File: config.mk
export PLATFORM = sky130hd
export DESIGN_NAME = patch_fetch_sequencer
export DESIGN_NICKNAME = d
export VERILOG_FILES = /design/src/rtl/patch_fetch_pkg.sv /design/src/rtl/cwbp_field_decode.sv /design/src/rtl/patch_fetch_sequencer.sv
export SDC_FILE = /design/constraint.sdc
export NUM_CORES = 1
export LEC_CHECK = 0
export BUFFER_PORTS_ARGS = -buffer_cell sky130_fd_sc_hd__buf_4
export CAP_MARGIN = 15
export CORE_MARGIN = 1.5
export CORE_UTILIZATION = 28
export DETAILED_ROUTE_END_ITERATION = 8
export PLACE_DENSITY = 0.58
export REMOVE_ABC_BUFFERS = 1
export SLEW_MARGIN = 20
export SYNTH_ARGS = -nofsm -noshare
export SYNTH_HDL_FRONTEND = slang
export SYNTH_SLANG_ARGS = --single-unit
File: constraint.sdc
create_clock -name clk -period 2.7 [get_ports clk]
set_input_delay 0.405 -clock clk [delete_from_list [all_inputs] [get_ports clk]]
set_output_delay 0.405 -clock clk [all_outputs]
set_load 0.01 [all_outputs]
File: src/rtl/patch_fetch_pkg.sv
// Shared types and CWBP mapping-entry format for the patch fetch sequencer.
// The entry word is split into a way field (top bits) and a row address (remaining bits).
package patch_fetch_pkg;

    typedef enum logic [2:0] {
        S_IDLE,
        S_FETCH,
        S_WAIT,
        S_CHECK,
        S_ISSUE,
        S_NEXT,
        S_DONE
    } pfs_state_t;

    localparam int CWBP_DATA_WIDTH = 32;
    localparam int CWBP_WAY_WIDTH  = 4;
    localparam int BYTES_PER_ENTRY = CWBP_DATA_WIDTH / 8;

    function automatic logic [CWBP_WAY_WIDTH-1:0] cwbp_way(input logic [CWBP_DATA_WIDTH-1:0] d);
        return d[CWBP_DATA_WIDTH-1 -: CWBP_WAY_WIDTH];
    endfunction

    function automatic logic [CWBP_DATA_WIDTH-CWBP_WAY_WIDTH-1:0] cwbp_row(input logic [CWBP_DATA_WIDTH-1:0] d);
        return d[CWBP_DATA_WIDTH-CWBP_WAY_WIDTH-1:0];
    endfunction

endpackage

File: src/rtl/cwbp_field_decode.sv
// Pure combinational split of a CWBP mapping entry into way and row address.
module cwbp_field_decode
    import patch_fetch_pkg::*;
#(
    parameter int DATA_WIDTH = 32,
    parameter int WAY_WIDTH  = 4
) (
    input  logic [DATA_WIDTH-1:0]           data,
    output logic [WAY_WIDTH-1:0]            way,
    output logic [DATA_WIDTH-WAY_WIDTH-1:0] row
);

    generate
        if (DATA_WIDTH == CWBP_DATA_WIDTH && WAY_WIDTH == CWBP_WAY_WIDTH) begin : g_std
            assign way = cwbp_way(data);
            assign row = cwbp_row(data);
        end else begin : g_gen
            assign way = data[DATA_WIDTH-1 -: WAY_WIDTH];
            assign row = data[DATA_WIDTH-WAY_WIDTH-1:0];
        end
    endgenerate

endmodule

File: src/rtl/patch_fetch_sequencer.sv
// Fetches a run of mapping entries, gates each on the selected NFC being idle and hands it to the AXI front-end.
// Optional NFC busy watchdog: define PATCH_FETCH_BUSY_TIMEOUT_EN.
module patch_fetch_sequencer
    import patch_fetch_pkg::*;
#(
    parameter int                    ADDR_WIDTH        = 32,
    parameter int                    DATA_WIDTH        = 32,
    parameter logic [ADDR_WIDTH-1:0] START_ADDR        = 32'h4580_0000,
    parameter int                    WAY_WIDTH         = 4,
    parameter int                    NUM_CHANNELS      = 8,
    parameter int                    NUM_PATCHES       = 2,
    parameter int                    ENTRIES_PER_PATCH = 4,
    parameter int                    RD_LATENCY        = 1,
    parameter int                    TIMEOUT_CYCLES    = 1024
) (
    input  logic                                   clk,
    input  logic                                   rst,
    input  logic                                   start,
    input  logic [$clog2(NUM_CHANNELS)-1:0]        channel_sel,
    input  logic [NUM_CHANNELS-1:0]                nfc_busy,
    output logic                                   ram_en,
    output logic [ADDR_WIDTH-1:0]                  ram_addr,
    input  logic [DATA_WIDTH-1:0]                  ram_rd_data,
    output logic                                   req_valid,
    input  logic                                   req_ready,
    output logic [WAY_WIDTH-1:0]                   req_way,
    output logic [DATA_WIDTH-WAY_WIDTH-1:0]        req_row,
    output logic                                   req_last,
    output logic                                   patch_done,
    output logic                                   all_done,
    output logic [$clog2(NUM_PATCHES+1)-1:0]       patch_count,
    output logic                                   busy,
    output logic                                   err
);

    localparam int CH_W = $clog2(NUM_CHANNELS);
    localparam int PC_W = $clog2(NUM_PATCHES + 1);
    localparam int EW   = (ENTRIES_PER_PATCH > 1) ? $clog2(ENTRIES_PER_PATCH) : 1;
    localparam int STEP = (DATA_WIDTH == CWBP_DATA_WIDTH) ? BYTES_PER_ENTRY : DATA_WIDTH / 8;

    // Handshake: a request is transferred on any cycle where req_valid and req_ready are both high;
    // once raised, req_valid and the payload hold until that cycle.

    pfs_state_t                             state;
    logic [CH_W-1:0]                        ch_q;
    logic [EW-1:0]                          entry_idx;
    logic [2:0]                             wait_cnt;
    logic [WAY_WIDTH-1:0]                   dec_way;
    logic [DATA_WIDTH-WAY_WIDTH-1:0]        dec_row;

    cwbp_field_decode #(
        .DATA_WIDTH (DATA_WIDTH),
        .WAY_WIDTH  (WAY_WIDTH)
    ) u_decode (
        .data (ram_rd_data),
        .way  (dec_way),
        .row  (dec_row)
    );

`ifdef PATCH_FETCH_BUSY_TIMEOUT_EN
    localparam int WD_W = $clog2(TIMEOUT_CYCLES + 1);
    logic [WD_W-1:0] wd_cnt;
`else
    // No watchdog: err stays low (the compare is constant false for any legal limit).
    assign err = (TIMEOUT_CYCLES < 0);
`endif

    always_ff @(posedge clk or posedge rst) begin
        if (rst) begin
            state       <= S_IDLE;
            ch_q        <= '0;
            entry_idx   <= '0;
            wait_cnt    <= '0;
            ram_en      <= 1'b0;
            ram_addr    <= START_ADDR;
            req_valid   <= 1'b0;
            req_way     <= '0;
            req_row     <= '0;
            req_last    <= 1'b0;
            patch_done  <= 1'b0;
            all_done    <= 1'b0;
            patch_count <= '0;
            busy        <= 1'b0;
`ifdef PATCH_FETCH_BUSY_TIMEOUT_EN
            wd_cnt      <= '0;
            err         <= 1'b0;
`endif
        end else begin
            ram_en     <= 1'b0;
            patch_done <= 1'b0;
`ifdef PATCH_FETCH_BUSY_TIMEOUT_EN
            err        <= 1'b0;
`endif
            case (state)
                S_IDLE, S_DONE: begin
                    if (start) begin
                        all_done    <= 1'b0;
                        patch_count <= '0;
                        entry_idx   <= '0;
                        ram_addr    <= START_ADDR;
                        ch_q        <= channel_sel;
                        busy        <= 1'b1;
                        ram_en      <= 1'b1;
                        state       <= S_FETCH;
                    end
                end
                S_FETCH: begin
                    wait_cnt <= '0;
                    state    <= S_WAIT;
                end
                S_WAIT: begin
                    // Read data is valid in the RD_LATENCY-th cycle after the enable cycle.
                    if (wait_cnt == 3'(RD_LATENCY - 1)) begin
                        req_way  <= dec_way;
                        req_row  <= dec_row;
                        req_last <= (entry_idx == EW'(ENTRIES_PER_PATCH - 1));
`ifdef PATCH_FETCH_BUSY_TIMEOUT_EN
                        wd_cnt   <= '0;
`endif
                        state    <= S_CHECK;
                    end else begin
                        wait_cnt <= wait_cnt + 3'd1;
                    end
                end
                S_CHECK: begin
                    if (!nfc_busy[ch_q]) begin
                        req_valid <= 1'b1;
                        state     <= S_ISSUE;
                    end
`ifdef PATCH_FETCH_BUSY_TIMEOUT_EN
                    else if (wd_cnt == WD_W'(TIMEOUT_CYCLES - 1)) begin
                        err   <= 1'b1;
                        state <= S_NEXT;
                    end else begin
                        wd_cnt <= wd_cnt + WD_W'(1);
                    end
`endif
                end
                S_ISSUE: begin
                    if (req_ready) begin
                        req_valid <= 1'b0;
                        state     <= S_NEXT;
                    end
                end
                S_NEXT: begin
                    ram_addr <= ram_addr + ADDR_WIDTH'(STEP);
                    if (entry_idx != EW'(ENTRIES_PER_PATCH - 1)) begin
                        entry_idx <= entry_idx + EW'(1);
                        ram_en    <= 1'b1;
                        state     <= S_FETCH;
                    end else begin
                        entry_idx  <= '0;
                        patch_done <= 1'b1;
                        if (patch_count != PC_W'(NUM_PATCHES))
                            patch_count <= patch_count + PC_W'(1);
                        if (patch_count == PC_W'(NUM_PATCHES - 1)) begin
                            all_done <= 1'b1;
                            busy     <= 1'b0;
                            state    <= S_DONE;
                        end else begin
                            ram_en <= 1'b1;
                            state  <= S_FETCH;
                        end
                    end
                end
                default: state <= S_IDLE;
            endcase
        end
    end

endmodule
# Word-level counts from Yosys, hierarchy flattened
# Index checks and enable logic that the tools add are counted.
op_classes:
  n_mul: 0
  add_sub_neg: 4
  n_div: 0
  eq_ne: 18
  reduce_logical: 14
  mux: 36
  bitwise_logic: 0
  n_lt_le_gt_ge: 1
  shifts: 0
op_table:
  columns: ["operator", "n"]
  rows:
  - ["$pmux W32 S2", 1]
  - ["$add A32 B3 Y32 const B", 1]
  - ["$mux W32", 1]
  - ["$mux W3", 7]
  - ["$ne A2 B2 Y1 const B", 10]
  - ["$pmux W3 S6", 1]
  - ["$mux W1", 14]
  - ["$reduce_and A4 Y1", 3]
  - ["$eq A3 B3 Y1 const B", 3]
  - ["$mux W2", 4]
  - ["$pmux W1 S2", 4]
  - ["$pmux W2 S2", 2]
  - ["$reduce_and A2 Y1", 4]
  - ["$eq A3 B2 Y1 const B", 2]
  - ["$logic_not A3 Y1", 2]
  - ["$pmux W3 S2", 1]
  - ["$reduce_bool A2 Y1", 3]
  - ["$add A2 B1 Y2 const B", 2]
  - ["$lt A3 B4 Y1 const B", 1]
  - ["$add A3 B1 Y3 const B", 1]
  - ["$bmux W1 S3", 1]
  - ["$eq A3 B1 Y1 const B", 1]
  - ["$reduce_and A3 Y1", 1]
  - ["$eq A2 B1 Y1 const B", 1]
  - ["2 further kinds", 2]
word_totals:
  latch_bits: 0
  rom_bits: 0
  regBits: 83
  mem_bits_rw: 0
  in_bits: 47
  mem_count: 0

# Logic depth before layout (Yosys ltp)
logic_depth:
  ltp_word: 4
  ltp_mapped: 7
  mapped_depth_nobuf: 6

# Cells and area by module
# Synthesis repeated with hierarchy kept, for this count alone.
hier_totals:
  hier_cells: 369
  hier_area_um2: 4003.8
by_module_without_submodules:
  columns: ["mod", "instances", "area_per_inst_um2", "cells_per_inst"]
  rows:
  - ["patch_fetch_sequencer", 1, 3763.6, 337]
  - ["cwbp_field_decode", 1, 240.2, 32]

# Least setup slack after synthesis
# OpenSTA, ideal clock, no wires.
synth_path:
  path_kind: "register to register"
  from: "register wait_cnt[0]"
  to: "register req_row[26]"
  synth_period_minus_slack_ns: 1.859
  setup_time_ns: 0.128
  slack_ns: 0.841
  arrival_ns: 1.731
  path_stages_with_launch: 8
  path_cell_list: "dfrtp_1 inv_1 ha_1 nand2b_1 or4_1 buf_2 buf_2 mux2_1"
synth_between:
  elab_chain_cells: 2
synth_lines:
  columns: ["element", "line", "rtl"]
  rows:
  - ["start, declared", "patch_fetch_sequencer.sv:47", "logic [2:0] wait_cnt;"]
  - ["start signal, assigned", "patch_fetch_sequencer.sv:122", "wait_cnt <= wait_cnt + 3'd1;"]
  - ["$logic_not A3 Y1", "patch_fetch_sequencer.sv:113", "if (wait_cnt == 3'(RD_LATENCY - 1)) begin"]
  - ["$reduce_and A2 Y1 (no source line)", null, null]
  - ["end signal, assigned", "patch_fetch_sequencer.sv:115", "req_row <= dec_row;"]
  - ["end, declared", "patch_fetch_sequencer.sv:27", "output logic [DATA_WIDTH-WAY_WIDTH-1:0] req_row,"]
# No other way between the ends.
# A chain may end at the register's enable or synchronous reset.

# Worst setup path in the final report
layout_path:
  from: "register state[0]"
  to: "register ram_addr[15]"
layout_between:
  elab_chain_cells: 4
  elab_cells_between_ends: 8
  cone_classes: "eq/ne (3); mux (1); reduce/logical (4)"
layout_lines:
  columns: ["element", "line", "rtl"]
  rows:
  - ["start, declared", "patch_fetch_sequencer.sv:44", "pfs_state_t state;"]
  - ["start signal, assigned", "patch_fetch_sequencer.sv:70", "state <= S_IDLE;"]
  - ["start signal, assigned", "patch_fetch_sequencer.sv:104", "state <= S_FETCH;"]
  - ["start signal, assigned", "patch_fetch_sequencer.sv:109", "state <= S_WAIT;"]
  - ["$eq A3 B3 Y1 or $logic_not A3 Y1 (tied branches)", "patch_fetch_sequencer.sv:94", "case (state)"]
  - ["$reduce_or A2 Y1", "patch_fetch_sequencer.sv:94", null]
  - ["$ne A2 B2 Y1 (no source line) or $reduce_bool A2 Y1 (tied branches)", null, null]
  - ["$reduce_and A2 Y1 (no source line)", null, null]
  - ["end signal, assigned", "patch_fetch_sequencer.sv:146", "ram_addr <= ram_addr + ADDR_WIDTH'(STEP);"]
  - ["end, declared", "patch_fetch_sequencer.sv:22", "output logic [ADDR_WIDTH-1:0] ram_addr,"]
# Several ways; a longest one is shown, not always the timed one.

==> out/qor.yml <==
run_status:
  status: "completed"
die:
  placementRows: 42
  ioPinCount: 120
  die_area_um2: 14100
  core_um2: 13200
  die_w_um: 119
  die_y_um: 119
  initial_core_util: 0.285
power_and_ir_drop:
  p_leak_nw: 2.53
  powerDensity_nw_per_um2: 926
  ir_drop_v: 0.000322
setup_path:
  cp_max_fo: 17
  worst-endpoint-required_ns: 2.96
  path_cells: "nand3b_4 > or4_4 > or3_1 > a21oi_1"
  cpPeakStageDelay_ns: 0.66
  critPathKind: "reg2reg"
  crit_path_start_kind: "flip-flop"
  end_kind: "flip-flop"
  cp_data_arrival_time_ns: 2.40
  cp_slowest_cell: "dfrtp_1"
timing:
  slew_violations: 0
  relSlewSlack: 0.421
  fin_crit_sh: 0.790
  hold_viol_final: 0
  layout_setup_ws_ns: 0.566
  rsz0062_at_grt: "false"
  post-route-min-period_ns: 2.13
  fin_tns_setup_ns: 0
  finClkSkew_ns: 0.00809
  fmax_mhz: 469
  tightestPinTransition_ns: 0.868
  setup_violations: 0
detailed_routing:
  vias: 2931
  top_layer: "met4"
  route.detailed.drc: 0
  drt-total-wl_um: 8680
  met2WireLength_um: 4030
  met1_length_um: 3960
  viasPerCell: 4.62
  first_pass_iters: 4
  avgRoutedWirePerCell_um: 13.7
  wl_met3_um: 532
  antenna_left: 0
  detail_route.iter0.violations: 156
cts:
  ctsHoldBuffers: 0
  path_clk_slew_ns: 0.06
  htreeDepth: 3
  cts.sinks: 81
  clk-insertion-delay-late_ns: 0.34
  cts_tree: "built"
  cts-root-buf: "clkbuf_16"
  cts_max_path_buffers: 2
  postCtsResizedCells: 0
  cts_buffers: 9
  cts_setup_buffers: 0
placed_design:
  dpl_worst_slack_ns: 0.579
  post_dp_cell_area_um2: 4840
  place.gp.congestion: 0.760
  numPortBuffers: 116
  hpwl_um: 6180
synthesis:
  syn_area_um2: 3760
  synthXorXnorAreaFrac: 0.0140
  yosysSeqAreaShare: 0.540
  yosysWarningCount: 0
  synth_cell_types: 48
  synth_top_family_by_area: "multiplexers"
  synthSimpleGateAreaFrac: 0.161
  synth_compound_gate_area_share: 0.0595
  postSynthAreaPerCell_um2: 11.2
  synth_fa_ha_area_frac: 0.0199
  synth_mux_area_frac: 0.171
  synthCells: 337
  synth-seq-cells: 81
  synth_ff_type: "dfrtp_1"
  async_flop_share: 1.00
  synth-edff-count: 0
run:
  drv_cap: 0
final_layout:
  multi_input_area_um2: 1610
  antenna_cells: 0
  drive_above_1_share: 0.397
  fillers: 1307
  final_nets: 507
  utilization: 0.392
  final_cell_area_um2: 5170
  syn_to_final_growth_pct: 37.3
  regArea_um2: 2030
hold_path:
  min_path_type: "in2async"
global_routing:
  grt_pass1_wl_um: 14700
  grt_antenna_before_repair: 0
  grt_max_degree: 49
  grt_pass1_vias: 3011
  grt_usage: 0.131
  grt-ovfl-total: 0
==> final timing paths <==
path                                     startpoint                        to  slack [ns]  depth (start not counted)
max                            state[0]$_DFFE_PP0P_  ram_addr[15]$_DFFE_PP0P_        0.57                          4
min                                             rst   req_row[10]$_DFFE_PP0P_        0.21                          2
max reg2reg                    state[0]$_DFFE_PP0P_  ram_addr[15]$_DFFE_PP0P_        0.57                          4
min reg2reg                ram_addr[31]$_DFFE_PP0P_  ram_addr[31]$_DFFE_PP0P_        0.50                          1
max in group asynchronous                       rst      state[2]$_DFFE_PP0P_        1.80                          3
min in group clk                     channel_sel[0]       ch_q[0]$_DFFE_PP0P_        0.27                          3
==> registers in the layout, indices dropped and copies added (netlist names) <==
name,flops
all_done,1
busy,1
ch_q,3
entry_idx,2
patch_count,2
patch_done,1
ram_addr,30
ram_en,1
req_last,1
req_row,28
req_valid,1
req_way,4
state,3
wait_cnt,3
==> critical path, delay by kind of cell, from the launching register on <==
family | cells | cell delay, ns
AOI/OAI and AO/OA | 1 | 0.14
and+or+nand+nor | 3 | 1.26
DFF | 1 | 0.66
==> cells in the mapped netlist, types with 2 or more instances <==
cell type	n	area [µm²]
a21o_1	4	30.0
a21oi_1	5	25.0
a22o_1	2	17.5
a32oi_1	2	17.5
and2_1	4	25.0
and3_1	4	25.0
buf_2	6	30.0
buf_4	4	30.0
clkbuf_1	9	33.8
dfrtp_1	77	1930
dfstp_2	4	105
ha_1	6	75.1
inv_1	8	30.0
mux2_2	33	372
mux2i_1	26	260
nand2_1	50	188
nand3_1	16	80.1
nand3b_1	2	15.0
nand4_1	11	68.8
nor2_1	15	56.3
nor2b_1	2	12.5
nor3_1	2	10.0
nor3b_1	2	15.0
nor4_1	5	31.3
o21ai_0	11	55.1
xnor2_1	4	35.0
xor2_1	2	17.5
==> cells in the final DEF (no fill, tap or decap), types with 7 or more instances in the layout <==
cell type  instances
buf_4            123
clkbuf_16          9
dfrtp_1           77
inv_1              7
mux2_2            33
mux2i_1           26
nand2_1           50
nand3_1           16
nand4_1           11
nor2_1            15
o21ai_0           11
==> report_power, final <==
part / internal, mW / switching, mW / leakage, nW / total (mW)
clock: 0.857 / 0.481 / 0.162 / 1.34
sequential: 1.56 / 0.282 / 1.02 / 1.84
combinational: 0.889 / 0.716 / 1.35 / 1.61
==> per-stage QoR <==
| step | hold slack, ns | power [mW] | cells |
|---|---|---|---|
| CTS | 0.251 | 4.86 | 635 |
| floorplan | 0.462 | 2.73 | 319 |
| finish | 0.213 | 4.79 | 635 |
| detailed placement | 0.474 | 3.50 | 619 |
| global placement | 0.463 | 3.44 | 619 |
| global route | 0.261 | 5.10 | 635 |
==> logic make-up (layout without fill, tap and decap cells) <==
logic type | Yosys count | in the layout
compound gates | 34 | 34
xor+xnor | 6 | 6
fa+ha+maj | 6 | 6
buf+inv | 28 | 148
flops | 81 | 81
mux | 60 | 60
other cells | 1 | 3
simple gates | 121 | 121
==> per-layer routing <==
metal / vias to the layer above / track usage
li1: 1414 / -
met1: 1411 / 0.161
met2: 95 / 0.217
met3: 11 / 0.0340
met4: 0 / 0.0565
met5: - / 0
==> layout make-up <==
type	count	share of cell area
Sequential cell	81	0.393
Inverter	8	0.00605
Tap cell	176	0.0426
Timing Repair Buffer	124	0.183
Clock buffer	11	0.0489
Clock inverter	5	0.0150
Multi-Input combinational cell	230	0.312
No activity file was read; power rests on OpenSTA's default activity.
